===== src/rtl/hazard_ctrl.sv =====
// Pipeline hazard/stall controller: load-use bubbles, branch flushes, memory freezes, halt.
// Optional performance counters are built when HAZARD_PERF_EN is defined.
module hazard_ctrl #(
   parameter int unsigned REG_W      = 4,
   parameter int unsigned WAIT_LIMIT = 255,
   parameter int unsigned CNT_W      = 16
) (
   input  logic             clk,
   input  logic             rst_n,
   input  logic [REG_W-1:0] if_id_regrs,
   input  logic [REG_W-1:0] if_id_regrt,
   input  logic             if_id_use_rs,
   input  logic             if_id_use_rt,
   input  logic             id_ex_memread,
   input  logic [REG_W-1:0] id_ex_regdest,
   input  logic             ex_branch_taken,
   input  logic             mem_busy,
   input  logic             wb_halt,
   output logic             pc_write,
   output logic             if_id_write,
   output logic             if_id_flush,
   output logic             id_ex_write,
   output logic             id_ex_bubble,
   output logic             ex_mem_write,
   output logic             mem_wb_write,
   output logic             halted,
   output logic             wait_err,
   output logic [CNT_W-1:0] stall_cycles,
   output logic [CNT_W-1:0] flush_count
);

   typedef enum logic [1:0] {StRun, StMemWait, StHalted} state_e;

   localparam logic [15:0] WaitLimit = 16'(WAIT_LIMIT);

   state_e      state_q, state_d;
   logic [15:0] wait_cnt_q, wait_cnt_d;
   logic        wait_err_q, wait_err_d;
   logic        load_use;

   assign load_use = id_ex_memread && (id_ex_regdest != '0) &&
                     ((if_id_use_rs && (id_ex_regdest == if_id_regrs)) ||
                      (if_id_use_rt && (id_ex_regdest == if_id_regrt)));

   always_ff @(posedge clk or negedge rst_n) begin
      if (!rst_n) begin
         state_q    <= StRun;
         wait_cnt_q <= '0;
         wait_err_q <= 1'b0;
      end else begin
         state_q    <= state_d;
         wait_cnt_q <= wait_cnt_d;
         wait_err_q <= wait_err_d;
      end
   end

   always_comb begin
      state_d    = state_q;
      wait_cnt_d = wait_cnt_q;
      wait_err_d = wait_err_q;
      case (state_q)
         StRun, StMemWait: begin
            if (wb_halt) begin
               state_d = StHalted;
            end else if (mem_busy) begin
               state_d = StMemWait;
               if (state_q == StRun) begin
                  wait_cnt_d = 16'd1;
               end else if (wait_cnt_q != 16'hFFFF) begin
                  wait_cnt_d = wait_cnt_q + 16'd1;
               end
               // Flags on the busy cycle whose count reaches the limit.
               if (wait_cnt_d >= WaitLimit) begin
                  wait_err_d = 1'b1;
               end
            end else begin
               state_d    = StRun;
               wait_cnt_d = '0;
            end
         end
         StHalted: state_d = StHalted;
         default:  state_d = StRun;
      endcase
   end

   always_comb begin
      pc_write     = 1'b1;
      if_id_write  = 1'b1;
      id_ex_write  = 1'b1;
      ex_mem_write = 1'b1;
      mem_wb_write = 1'b1;
      if_id_flush  = 1'b0;
      id_ex_bubble = 1'b0;
      if (!rst_n || (state_q == StHalted) || wb_halt || mem_busy) begin
         pc_write     = 1'b0;
         if_id_write  = 1'b0;
         id_ex_write  = 1'b0;
         ex_mem_write = 1'b0;
         mem_wb_write = 1'b0;
      end else if (ex_branch_taken) begin
         // The hazarding instruction is wrong-path, so the flush wins.
         if_id_flush  = 1'b1;
         id_ex_bubble = 1'b1;
      end else if (load_use) begin
         pc_write     = 1'b0;
         if_id_write  = 1'b0;
         id_ex_bubble = 1'b1;
      end
   end

   assign halted   = (state_q == StHalted);
   assign wait_err = wait_err_q;

`ifdef HAZARD_PERF_EN
   logic [CNT_W-1:0] stall_q, flush_q;
   logic             stall_evt;

   // pc_write is low exactly on halt, freeze and load-use cycles; drop the halt ones.
   assign stall_evt = !pc_write && !wb_halt && (state_q != StHalted);

   always_ff @(posedge clk or negedge rst_n) begin
      if (!rst_n) begin
         stall_q <= '0;
         flush_q <= '0;
      end else begin
         if (stall_evt && (stall_q != '1)) begin
            stall_q <= stall_q + 1'b1;
         end
         if (if_id_flush && (flush_q != '1)) begin
            flush_q <= flush_q + 1'b1;
         end
      end
   end

   assign stall_cycles = stall_q;
   assign flush_count  = flush_q;
`else
   assign stall_cycles = '0;
   assign flush_count  = '0;
`endif

endmodule


===== config.mk =====
export PLATFORM = sky130hd
export DESIGN_NAME = hazard_ctrl
export DESIGN_NICKNAME = d
export VERILOG_FILES = /design/src/rtl/hazard_ctrl.sv
export SDC_FILE = /design/constraint.sdc
export NUM_CORES = 1
export LEC_CHECK = 0
export ABC_AREA = 1
export CAP_MARGIN = 20
export CORE_AREA = 2 2 69 71
export CTS_CLUSTER_SIZE = 28
export DETAILED_ROUTE_END_ITERATION = 10
export DIE_AREA = 0 0 71 73
export HOLD_SLACK_MARGIN = 0.05
export PLACE_DENSITY = 0.71
export SETUP_SLACK_MARGIN = 0.15
export SLEW_MARGIN = 30
export SYNTH_ARGS = -nofsm -noshare
export SYNTH_HDL_FRONTEND = slang
export SYNTH_SLANG_ARGS = --single-unit

===== constraint.sdc =====
create_clock -name clk -period 2 [get_ports clk]
set_clock_uncertainty 0.1 [all_clocks]
set_input_delay 0.2 -clock clk [delete_from_list [all_inputs] [get_ports clk]]
set_output_delay 0.2 -clock clk [all_outputs]
set_load 0.03 [all_outputs]

==> out/results.ini <==
[logic_synthesis]
yosysMostFrequentCell=nand2_1
synthesis.area_um2=1720
syn_inst=264
synth_ff_type=dfrtp_1
yosysTopAreaCell=dfrtp_1
synth_area_leaders=dfrtp_1, buf_4, nand2_1, nand3_1, nor2_1
synth_cell_types=27
syn_area_per_cell_um2=6.52
synth-edff-count=0
synthDominantCellAreaShare_pct=27.6
synth_warnings=0
seq_area_frac_synth_pct=27.6
yosys_register_bits=19
async_reset_ff_share_pct=100
netlist_top_cells_count=nand2_1, buf_4, nand3_1, nor2_1, inv_1

[clock_network]
cts_buffers=3
cts_max_level=1
cts_tree=built
worstSkewPairLatency_ns=0.27
root_buffer=clkbuf_8
holdBufCountCts=0
cts.sinks=19
clk_pin_slew_worst_paths_ns=0.09
cts.path.max_buffers=2

[global_routing]
grt_pass1_wl_um=6960
grt_pass1_vias=1567
grt_overflow=0
grt_start_max_net_pins=20
antenna_found_initial=0
grtUsageTotal_pct=16.7

[setup_path]
criticalPathCategory=flop to flop
r2r_end=wait_err$_DFFE_PN0P_
startpoint_type=flop
reg2reg_from=wait_cnt_q[1]$_DFFE_PN0P_
critPathArrivalTime_ns=1.99
critPathMostFrequentCell=nand2_1
worstPathMaxFanout=6
crit_required_ns=2.12
cpMaxStageDelayCell=dfrtp_1
path_cells=ha_4, inv_2, nor2_4, nand2_4, nor2_4, clkinv_4, o21ai_2, nand3_1, nor2_1, nand2_1, nand3_2, nand2_1, nand2_1
setup.worst_path.start=wait_cnt_q[1]$_DFFE_PN0P_
critPathTopFamily=simple AND/OR/NAND/NOR gates
cpPeakStageDelay_ns=0.42
rr_worst_depth=13
endpoint_kind=flop
critPathBufInv=2
r2r_slack_ns=0.13

[pwr]
p_seq_share_pct=39.3
vdd_drop_max_mv=0.354
power_density_nw_per_um2=611
power.share.switching_pct=41.4
p_switching_uw=562
power_frac_comb_pct=38.9
leakage_nw=1.10
p_clk_share_pct=21.8
power.internal_uw=795

[sta]
max_freq_mhz=535
rsz0062_at_grt=true
maxSlewHeadroom_pct=65.3
drv_slew=0
worst_slack_ns=0.132
fin_crit_sh_pct=93.4
period_needed_ns=1.87
final-hold-violation-count=0
tightest_slew_ns=0.520
setup_viol=0
whs_ns=0.235

[floorplanning]
start_util_pct=38.0
coreArea_um2=4540
core.rowCount=25
die_area_um2=5180
ios=61
fp.dieW_um=71
die_h_um=73

[drt]
vias=1750
drcViolationCount=0
antenna_left=0
dr.pass1.iters=4
wl_per_cell_um=12.3
drtIter0Drc=98
viasPerCell=4.87
routed_wl_um=4430

[worst_hold_path]
min-delay-path-class=input port to asynchronous set/reset pin

[run]
cap_violations=0

[layout]
fin_nets=327
fill_cells=439
drive_above_1_share_pct=23.0
n_antenna_cell=0
area_delta_synth_final_pct=29.0

[run_status]
status=finished clean

[placed_design]
io_buffers=28
place_congestion=0.889
dp_hpwl_um=3070
place_ws_ns=-0.0179

-- worst reg2reg max path, delay by kind of cell (launching register included) --
kind	cells	cell delay (ns)
buffers and inverters	2	0.18
adders and majority gates	1	0.18
DFF	1	0.42
and+or+nand+nor	9	0.84
AOI/OAI and AO/OA	1	0.09
-- repair_timing --
item,in CTS,in global routing
cloned,0,1
endpoints found under the setup margin,6,4
setup buffers,1,6
gates resized for setup,24,27
pin swaps,7,15
-- worst max-delay path by stage --
stage / to / depth (start not counted) / slack (ns)
after floorplan: pc_write / 6 / 0.04
after global placement: if_id_write / 9 / 0.01
after detailed placement: pc_write / 10 / -0.02
after CTS: wait_err$_DFFE_PN0P_ / 11 / 0.16
after global routing: wait_err$_DFFE_PN0P_ / 13 / -0.03
final: wait_err$_DFFE_PN0P_ / 13 / 0.13
-- state kept, by name, indices dropped and copies added (netlist names) --
name and cells:
wait_cnt_q 16, wait_err 1, state_q 2
-- cell type report --
class / count / area [um2] / share of cell area [%]
multi-input cells: 203 / 1080 / 48.8
flip-flops and latches: 19 / 477 / 21.5
repair buffers: 43 / 402 / 18.1
inverters: 35 / 136 / 6.14
well taps: 54 / 67.6 / 3.04
clock buffers: 3 / 41.3 / 1.86
clock inverters: 1 / 7.51 / 0.338
repair inverters: 1 / 6.26 / 0.282
-- metal layers --
metal | track usage [%] | share of wire [%]
met5 | 0 | 0
met4 | 5.24 | 0.95
met3 | 2.76 | 4.9
met2 | 29.7 | 51
met1 | 20.8 | 43
-- power groups by stage --
stage               clock network (mW)  logic (mW)  registers (mW)
floorplan                            0       0.392           0.515
CTS                              0.304       0.482           0.529
global route                     0.321       0.585           0.543
detailed placement                   0       0.469           0.528
global placement                     0       0.458           0.530
finish                           0.295       0.529           0.534
-- stage by stage --
stage	util, %	total power [mW]	std cells	TNS (ns)	area [um2]
2_1_floorplan	-	0.907	295	0	1880
3_3_place_gp	43.7	0.988	347	0	1980
3_5_place_dp	43.7	0.997	347	-0.0331	1980
4_1_cts	46.1	1.31	352	0	2090
5_1_grt	49.0	1.45	359	-0.0262	2220
6_report	49.0	1.36	359	0	2220
-- placed cells by master (no fill, tap or decap) --
cell	synthesis	routed
nand2_1	54	49
buf_12	0	1
or2_2	1	1
buf_6	1	2
o21ai_1	0	1
clkinv_4	0	1
nand2_2	3	8
ha_4	0	1
clkinvlp_4	0	1
o22ai_1	9	9
o21ai_2	0	2
inv_1	32	27
a21oi_1	5	4
xnor2_1	2	2
xor2_1	2	2
nor2_4	3	8
dlymetal6s2s_1	0	6
clkbuf_8	0	3
a221oi_2	0	2
nor3_1	2	2
inv_4	0	1
nand4_1	4	4
clkdlybuf4s50_1	0	8
nand3_1	33	29
nor2_2	1	6
dfrtp_1	19	18
a21oi_2	0	1
clkinv_1	1	1
nor4_4	0	1
nand2_4	1	1
o21ai_0	13	10
nand3_2	0	4
dlygate4sd2_1	0	7
o2111ai_1	1	1
nor2_1	33	23
inv_2	2	6
conb_1	1	32
dfrtp_2	0	1
buf_4	35	19
-- logic make-up (layout without fill, tap and decap cells) --
group                      after synthesis  in the layout  share of synthesized area, %
AOI/OAI and AO/OA                       30             30                          10.0
xor gates and xnor gates                 4              4                          2.04
adders and majority gates                1              1                         0.727
buffers and inverters                   73             83                          24.0
DFF                                     19             19                          27.6
other                                    1             32                         0.218
and+or+nand+nor                        136            136                          35.4
(Power assumes the default switching activity.)
